==> src/rtl/ic7458_pkg.sv <==
`default_nettype none
// ---------------------------------------------------------------------------
// ic7458_pkg : shared types and constants for the 7458 exerciser.
// Rev 1.0
// ---------------------------------------------------------------------------
package ic7458_pkg;

    localparam int NUM_VECTORS = 1024;
    localparam int VEC_W       = 10;

    // Bit positions of each device pin inside the stim / vector word
    localparam int P1A = 0;
    localparam int P1B = 1;
    localparam int P1C = 2;
    localparam int P1D = 3;
    localparam int P1E = 4;
    localparam int P1F = 5;
    localparam int P2A = 6;
    localparam int P2B = 7;
    localparam int P2C = 8;
    localparam int P2D = 9;

    typedef enum logic [1:0] {
        ST_IDLE   = 2'd0,
        ST_SETTLE = 2'd1,
        ST_CHECK  = 2'd2,
        ST_DONE   = 2'd3
    } state_t;

endpackage : ic7458_pkg
`default_nettype wire

==> src/rtl/ic7458_golden.sv <==
`default_nettype none
// ---------------------------------------------------------------------------
// ic7458_golden : combinational reference of the 7458 dual AND-OR gate.
// Rev 1.0
// ---------------------------------------------------------------------------
module ic7458_golden
    import ic7458_pkg::*;
(
    input  logic [VEC_W-1:0] i_vec,
    output logic             o_exp1,
    output logic             o_exp2
);

    assign o_exp1 = (i_vec[P1A] & i_vec[P1B] & i_vec[P1C])
                  | (i_vec[P1D] & i_vec[P1E] & i_vec[P1F]);
    assign o_exp2 = (i_vec[P2A] & i_vec[P2B])
                  | (i_vec[P2C] & i_vec[P2D]);

endmodule : ic7458_golden
`default_nettype wire

==> src/rtl/ic7458_exerciser.sv <==
`default_nettype none
// ---------------------------------------------------------------------------
// ic7458_exerciser : sweeps all 1024 input vectors of a 7458 and checks
//                    both outputs against the golden AND-OR function.
// Rev 1.0
// ---------------------------------------------------------------------------
module ic7458_exerciser
    import ic7458_pkg::*;
#(
    parameter int SETTLE_CYCLES = 2,
    parameter bit STOP_ON_FAIL  = 1'b0
) (
    input  logic             clk,
    input  logic             rst_n,
    input  logic             start,
    output logic             busy,
    output logic             done,
    output logic             pass,
    output logic [10:0]      fail_count,
    output logic             first_fail_valid,
    output logic [VEC_W-1:0] first_fail_vec,
    output logic [VEC_W-1:0] stim,
    input  logic             dut_p1y,
    input  logic             dut_p2y
);

    localparam logic [3:0] C_SETTLE_RELOAD = 4'(SETTLE_CYCLES - 1);
    localparam logic [VEC_W-1:0] C_LAST_VEC = VEC_W'(NUM_VECTORS - 1);

    state_t           r_state;
    logic [VEC_W-1:0] r_vec;
    logic [3:0]       r_settle;
    logic             r_busy;
    logic             r_done;
    logic             r_pass;
    logic [10:0]      r_fail_count;
    logic             r_ffv;
    logic [VEC_W-1:0] r_ffvec;
    logic [VEC_W-1:0] r_stim;

    logic             w_exp1;
    logic             w_exp2;
    logic             w_mismatch;
    logic [10:0]      w_fail_next;
    logic             w_finish;

    ic7458_golden u_golden (
        .i_vec  (r_vec),
        .o_exp1 (w_exp1),
        .o_exp2 (w_exp2)
    );

    assign w_mismatch  = ({dut_p2y, dut_p1y} != {w_exp2, w_exp1});
    assign w_fail_next = r_fail_count + {10'd0, w_mismatch};
    // Termination is decided before the increment, so r_vec never wraps
    assign w_finish    = (r_vec == C_LAST_VEC) || (STOP_ON_FAIL && w_mismatch);

    always_ff @(posedge clk or negedge rst_n) begin
        if (!rst_n) begin
            r_state      <= ST_IDLE;
            r_vec        <= '0;
            r_settle     <= '0;
            r_busy       <= 1'b0;
            r_done       <= 1'b0;
            r_pass       <= 1'b0;
            r_fail_count <= '0;
            r_ffv        <= 1'b0;
            r_ffvec      <= '0;
            r_stim       <= '0;
        end else begin
            case (r_state)
                ST_IDLE: begin
                    r_done <= 1'b0;
                    if (start) begin
                        r_vec        <= '0;
                        r_stim       <= '0;
                        r_settle     <= C_SETTLE_RELOAD;
                        r_fail_count <= '0;
                        r_ffv        <= 1'b0;
                        r_ffvec      <= '0;
                        r_pass       <= 1'b0;
                        r_busy       <= 1'b1;
                        r_state      <= ST_SETTLE;
                    end
                end
                ST_SETTLE: begin
                    if (r_settle == 4'd0) begin
                        r_state <= ST_CHECK;
                    end else begin
                        r_settle <= r_settle - 4'd1;
                    end
                end
                ST_CHECK: begin
                    r_fail_count <= w_fail_next;
                    if (w_mismatch && !r_ffv) begin
                        r_ffv   <= 1'b1;
                        r_ffvec <= r_vec;
                    end
                    if (w_finish) begin
                        r_done  <= 1'b1;
                        r_pass  <= (w_fail_next == 11'd0);
                        r_state <= ST_DONE;
                    end else begin
                        r_vec    <= r_vec + 10'd1;
                        r_stim   <= r_vec + 10'd1;
                        r_settle <= C_SETTLE_RELOAD;
                        r_state  <= ST_SETTLE;
                    end
                end
                ST_DONE: begin
                    r_done  <= 1'b0;
                    r_busy  <= 1'b0;
                    r_state <= ST_IDLE;
                end
                default: begin
                    r_state <= ST_IDLE;
                end
            endcase
        end
    end

    assign busy             = r_busy;
    assign done             = r_done;
    assign pass             = r_pass;
    assign fail_count       = r_fail_count;
    assign first_fail_valid = r_ffv;
    assign first_fail_vec   = r_ffvec;
    assign stim             = r_stim;

endmodule : ic7458_exerciser
`default_nettype wire

==> config.mk <==
export PLATFORM = sky130hd
export DESIGN_NAME = ic7458_exerciser
export DESIGN_NICKNAME = d
export VERILOG_FILES = /design/src/rtl/ic7458_pkg.sv /design/src/rtl/ic7458_golden.sv /design/src/rtl/ic7458_exerciser.sv
export SDC_FILE = /design/constraint.sdc
export NUM_CORES = 1
export LEC_CHECK = 0
export ABC_AREA = 1
export CAP_MARGIN = 20
export CORE_ASPECT_RATIO = 1.25
export CORE_MARGIN = 3
export CORE_UTILIZATION = 57
export DETAILED_ROUTE_END_ITERATION = 16
export PLACE_DENSITY = 0.85
export SKIP_CTS_REPAIR_TIMING = 1
export SYNTH_ARGS = -nofsm -noshare
export SYNTH_HDL_FRONTEND = slang
export SYNTH_SLANG_ARGS = --single-unit
==> constraint.sdc <==
create_clock -name clk -period 6.5 [get_ports clk]
set_input_delay 0.65 -clock clk [delete_from_list [all_inputs] [get_ports clk]]
set_output_delay 0.65 -clock clk [all_outputs]
set_load 0.01 [all_outputs]
==> metrics.yaml, run 1 <==
outcome:
  status: "finished clean"
routing:
  drtAntennaViolNets: 0
  avgRoutedWirePerCell_um: 12.6
  drtIter0Drc: 127
  dr.pass1.iters: 4
  drc: 0
  routed_wl_um: 5090
  vias_per_cell: 5.46
  vias: 2201
cts:
  ctsLongestPathBuffers: 2
  cts_max_level: 2
  clk_pin_slew_worst_paths_ns: 0.09
  clock-sinks: 41
  cts_tree: "done"
  cts-root-buf: "clkbuf_8"
  numCtsBuffers: 5
  clkLatencyLatePin_ns: 0.29
synth:
  synth_top_family_by_area: "simple AND/OR/NAND/NOR gates"
  synthMuxAreaShare_pct: 0
  synthSimpleGateAreaFrac_pct: 32.2
  synth_edf_count: 0
  synth_xor_area_share_pct: 2.22
  ys_warn_count: 0
  synth_area_um2: 2360
  yosys_register_bits: 41
  syn_inst: 310
  syn-num-nets: 325
  synthAdderAreaFrac_pct: 5.30
  synth-compound-area-share_pct: 8.21
  synth_seq_area_share_pct: 43.4
  syn_area_per_cell_um2: 7.62
  synth_flop_cell: "dfrtp_1"
  ys_types: 32
  synth-async-reset-ratio_pct: 100
finish:
  syn_to_final_growth_pct: 22.0
  fin_nets: 363
  drive_gt1_share_pct: 6.88
  fin_area_um2: 2880
  antennaDiodeCount: 0
timing:
  tightestPinTransition_ns: 0.878
  max_freq_mhz: 359
  slew_viol_final: 0
  fin_crit_ns: 2.79
  timing.slew.headroom_pct: 41.5
  hold_violations: 0
  fin_tns_setup_ns: 0
  rsz0062_at_grt: "false"
  setup_viol: 0
  period_share_pct: 42.9
  final.setup_skew_ns: 0.00878
global_routing:
  grtUsageTotal_pct: 22.0
  grt_max_degree: 42
  grt_pass1_vias: 1953
  grt_pass1_wl_um: 8800
  antenna_found_initial: 0
  grt_remaining_overflow: 0
pwr:
  power_density_nw_per_um2: 296
  p_leak_nw: 1.40
  peakVddDrop_v: 0.000135
hold_path:
  hold_class: "input pin to asynchronous set/reset pin"
setup_path:
  worstPathRequired_ns: 6.69
  cp.arrival_ns: 2.98
  cp-start-kind: "flop"
  critPathCaptureType: "flop"
  crit_type: "flop to flop"
  max_stage_delay_ns: 0.49
  regToRegSetupSlack_ns: 3.71
  cp_cell_sequence: "ha_1 > ha_1 > inv_1 > nand2_1 > nand2_1 > nand2_1 > nand2_1 > ha_1 > ha_1 > nand3_1 > nor2_1 > nand2_1 > nand2_1 > nor2_1 > nand2_1 > nor2_1 > nand2_1 > nand2_1"
  slowest_stage: "dfrtp_1"
  critPathMaxFanout: 12
  crit_top_cell: "nand2_1"
floorplanning:
  die_w_um: 63.6
  die_h_um: 78.0
  start_util_pct: 60.9
  row_count: 25
  core_area_um2: 3880
  io_pins: 40
  dieArea_um2: 4960
job:
  max_cap_violations: 0
place:
  placed_area_um2: 2770
  io_buffers: 39
  gp_congestion: 0.874
  dpl.hpwl_um: 3730
[metal layers]
metal | wire, um | up-vias | global-route usage (%)
met5 | 0 | - | 0
met4 | 122 | 0 | 9.94
met3 | 256 | 11 | 4.34
met2 | 2470 | 64 | 36.1
met1 | 2250 | 1046 | 28.1
li1 | - | 1080 | -
[registers in the layout, summed over array words and instances, names as in the netlist]
| signal | flops |
|---|---|
| fail_count | 11 |
| pass | 1 |
| first_fail_valid | 1 |
| first_fail_vec | 10 |
| r_state | 2 |
| busy | 1 |
| done | 1 |
| r_settle | 4 |
| stim | 10 |
[final timing paths]
| kind | end | cells past startpoint | from |
|---|---|---|---|
| setup reg to reg | pass | 18 | stim[0] |
| setup / recovery | pass | 18 | stim[0] |
| max in group asynchronous | r_settle[2] | 1 | rst_n |
| min in group clk | first_fail_vec[5] | 2 | first_fail_vec[5] |
| hold reg to reg | first_fail_vec[5] | 2 | first_fail_vec[5] |
| hold / removal | fail_count[5] | 1 | rst_n |
[worst max-delay path, delay by kind of cell (launching register included)]
family | cells | cell delay (ns)
adders and majority gates | 4 | 0.92
DFF | 1 | 0.49
buffers and inverters | 1 | 0.07
and+or+nand+nor | 13 | 1.19
[cells in the mapped netlist (2+ instances only)]
cell	count	area, um^2
xnor2_1	2	17.5
nand2_2	2	12.5
xor2_1	4	35.0
nand4_1	14	87.6
nor2_1	18	67.6
buf_2	5	25.0
nand3_1	24	120
nand3_2	2	20.0
o21ai_0	23	115
inv_1	39	146
nor3_1	3	15.0
o22ai_1	4	25.0
o21ai_1	2	10.0
nor2_2	4	25.0
a21oi_1	4	20.0
nand3b_1	2	15.0
ha_1	10	125
dfrtp_1	41	1030
nand2_1	94	353
[cells in the final DEF (no fill, tap or decap), drive strengths merged, types with 4 or more instances in the layout]
| cell type | n |
|---|---|
| nand2 | 97 |
| dfrtp | 41 |
| inv | 41 |
| clkdlybuf4s50 | 38 |
| nand3 | 26 |
| o21ai | 25 |
| nor2 | 23 |
| nand4 | 14 |
| ha | 10 |
| clkbuf | 5 |
| a21oi | 5 |
| o22ai | 4 |
| xor2 | 4 |
| nor3 | 4 |
[kinds of logic (layout without fill, tap and decap cells)]
| kind of cell | count (synthesis) | in the layout |
|---|---|---|
| flip-flops | 41 | 41 |
| XOR/XNOR | 6 | 6 |
| AO/OA/AOI/OAI | 36 | 36 |
| AND/OR/NAND/NOR | 168 | 168 |
| buffers and inverters | 49 | 88 |
| adder cells (fa/ha/maj) | 10 | 10 |
[layout make-up]
class | count | area [um^2]
Clock inverter | 3 | 46.3
Timing Repair Buffer | 39 | 385
Fill cell | 326 | 996
Multi-Input combinational cell | 220 | 1130
Sequential cell | 41 | 1030
Inverter | 41 | 156
Clock buffer | 5 | 68.8
Tap cell | 54 | 67.6
[where the power goes]
group          internal, mW  switching [mW]  leakage, nW
Clock                 0.115          0.0920       0.0543
Sequential            0.306          0.0541        0.496
Combinational         0.140           0.147        0.851
Total                 0.561           0.293         1.40
[metrics by stage]
step | hold WS [ns] | cells | total power [mW] | utilization [%] | setup WS (ns)
2_1_floorplan | 0.354 | 310 | 0.506 | - | 4.08
3_3_place_gp | 0.453 | 395 | 0.638 | 71.4 | 3.69
3_5_place_dp | 0.458 | 395 | 0.650 | 71.4 | 3.58
4_1_cts | 0.478 | 403 | 0.858 | 74.3 | 3.76
5_1_grt | 0.508 | 403 | 0.913 | 74.3 | 3.44
6_report | 0.466 | 403 | 0.853 | 74.3 | 3.71
Note: power is estimated with default switching activity, not from simulation.
==> inputs of run 2 (changes only) <==
- CORE_UTILIZATION: 57 -> 48
- PLACE_DENSITY: 0.85 -> 0.76
- clock period: 6.5 -> 2.5 ns (I/O delays scaled with it)
==> run 2 against run 1 <==
  * Setup slack lost 3.5 ns
  * First-iteration DRC count grew 24%
  * Register-to-register slack lost 3.5 ns
  * Sequential power grew to 2.6 times the previous value
  * Combinational power grew to 2.7 times the previous value
  * Worst hold slack lost 0.38 ns
  * Highest routed layer unchanged
==> metrics.yaml, run 2 (same netlist as run 1, synthesis figures left out) <==
timing:
  hold_slack_ns: 0.0881  # -0.378 ns
  fin_tns_setup_ns: 0  # unchanged
  hold_violations: 0  # unchanged
  tightestPinTransition_ns: 0.923  # +0.0451 ns
  max_freq_mhz: 434  # +21%
  period_share_pct: 92.1  # +49 points
  final.setup_skew_ns: 0.00841  # -0.000376 ns
  timing.slew.headroom_pct: 38.4  # -3.0 points
  slew_viol_final: 0  # unchanged
  fin_crit_ns: 2.30  # -0.482 ns
  setup_viol: 0  # unchanged
  setup_ws_ns: 0.196  # -3.52 ns
finish:
  final_common_cell: "nand2_1"
  fin_util_pct: 65.3  # -9.1 points
  drive_gt1_share_pct: 10.1  # +3.2 points
  syn_to_final_growth_pct: 26.0
  fillers: 397  # +22%
  largest_reg_flops: 11  # unchanged
  fin_nets: 372  # +2.5%
  instances_no_fill: 416  # +3.2%
  fin_area_um2: 2980  # +3.3%
  layout_common_cells: "93 x nand2_1, 41 x dfrtp_1, 39 x inv_1"
  antennaDiodeCount: 0  # unchanged
setup_path:
  r2r-start: "stim[1]"
  critPathMaxFanout: 5  # -7
  critPathCaptureType: "flop"
  cp-start-kind: "flop"
  rr_worst_depth: 19  # +1
  r2r-end: "pass"
  cp.arrival_ns: 2.49  # -0.49 ns
  regToRegSetupSlack_ns: 0.20  # -3.52 ns
  crit_type: "flop to flop"
  worstPathRequired_ns: 2.69  # -4.00 ns
  max_stage_delay_ns: 0.42  # -0.07 ns
  cp_cell_sequence: "ha_1 > ha_1 > inv_1 > nand2_1 > nand2_1 > nand2_1 > nand2_2 > ha_2 > ha_4 > nand2_1 > nor2_2 > buf_4 > nand2_1 > nand3_1 > nor2_1 > nand2_1 > nor2_1 > nand2_1 > nand2_1"
  slowest_stage: "dfrtp_1"
  crit_top_cell: "nand2_1"
  crit_path_start: "stim[1]"
place:
  io_buffers: 39  # unchanged
  placed_area_um2: 2830  # +2.1%
  dpl.hpwl_um: 3810  # +2.2%
  place_inst: 406  # +2.8%
  gp_congestion: 0.874  # about the same
  place_ws_ns: 0.144  # -3.43 ns
outcome:
  status: "finished clean"
cts:
  cts_tree: "done"
  cts_max_level: 2  # unchanged
  ctsLongestPathBuffers: 2  # unchanged
  clock-sinks: 41  # unchanged
  cts-root-buf: "clkbuf_8"
  numCtsBuffers: 5  # unchanged
  clk_pin_slew_worst_paths_ns: 0.08  # about the same
  clkLatencyLatePin_ns: 0.29  # about the same
routing:
  avgRoutedWirePerCell_um: 12.4  # -1.9%
  routed_wl_um: 5160  # +1.2%
  drtAntennaViolNets: 0  # unchanged
  drc: 0  # unchanged
  vias_per_cell: 5.17  # -5.4%
  dr.pass1.iters: 4  # unchanged
  vias: 2150  # -2.3%
  drtIter0Drc: 158  # +24%
floorplanning:
  die_w_um: 68.7  # +8.1%
  io_pins: 40  # unchanged
  die_h_um: 84.4  # +8.3%
  row_count: 27  # +8.0%
  dieArea_um2: 5800  # +17%
  start_util_pct: 51.8  # -9.1 points
  core_area_um2: 4560  # +18%
pwr:
  peakVddDrop_v: 0.000274  # +100%
  combPwrFrac_pct: 33.9  # +0.4 points
  p_clk_share_pct: 24.6  # +0.4 points
  p_sw_mw: 0.740  # +150%
  p_int_mw: 1.50  # +170%
  p_leak_nw: 1.45  # +3.6%
  power.sequential.fraction_pct: 41.6  # -0.6 points
  power.total_mw: 2.24  # +160%
  sw_frac_of_total_pct: 33.0  # -1.3 points
  power_density_nw_per_um2: 753  # +150%
job:
  max_cap_violations: 0  # unchanged
global_routing:
  grt_pass1_vias: 1930  # -1.2%
  antenna_found_initial: 0  # unchanged
  grt_pass1_wl_um: 8790  # about the same
  grt_remaining_overflow: 0  # unchanged
  grt_max_degree: 42  # unchanged
  grtUsageTotal_pct: 19.1  # -2.9 points
hold_path:
  hold_class: "input pin to asynchronous set/reset pin"
-- run 2: cell count changes in the layout (fill, tap and decap cells not counted), sizes merged --
cell and delta:
buf +9, clkinvlp -1, clkinv -1, clkbuf +2
-- run 2: final cells by class --
class | instances | area [um^2] | area share [%]
clock inverter | 1 | 30.0 | 1.01
multi-input combinational | 220 | 1150 | 38.7
tap | 58 | 72.6 | 2.44
inverter | 41 | 156 | 5.25
sequential | 41 | 1030 | 34.5
clock buffer | 7 | 86.3 | 2.90
timing repair buffer | 48 | 453 | 15.2
-- run 2: metal layers --
metal / vias up / share of wire (%) / track usage [%]
met2: 49 / 48 / 29.5
met4: 0 / 1.5 / 6.38
met3: 8 / 3.5 / 2.81
met5: - / 0 / 0
met1: 994 / 47 / 27.3
li1: 1099 / - / -
-- run 2: power by group through the flow --
stage | Clock, mW | Sequential [mW] | Combinational (mW)
6_report | 0.550 | 0.931 | 0.759
4_1_cts | 0.558 | 0.928 | 0.739
3_5_place_dp | 0 | 0.942 | 0.736
3_3_place_gp | 0 | 0.939 | 0.726
5_1_grt | 0.580 | 0.956 | 0.859
2_1_floorplan | 0 | 0.974 | 0.342
-- run 2: worst max-delay path: cells and delay by family, from the launching register on --
kind,cells,cell delay [ns]
fa+ha+maj,4,0.76
simple gates,13,0.79
flops,1,0.42
buf+inv,2,0.20
-- run 2: worst max-delay path by stage --
stage	slack, ns	cells after the start	end
6_report	0.20	19	pass
5_1_grt	-0.01	19	pass
4_1_cts	0.13	19	pass
3_5_place_dp	0.14	19	pass
3_3_place_gp	0.22	19	pass
2_1_floorplan	0.08	20	pass
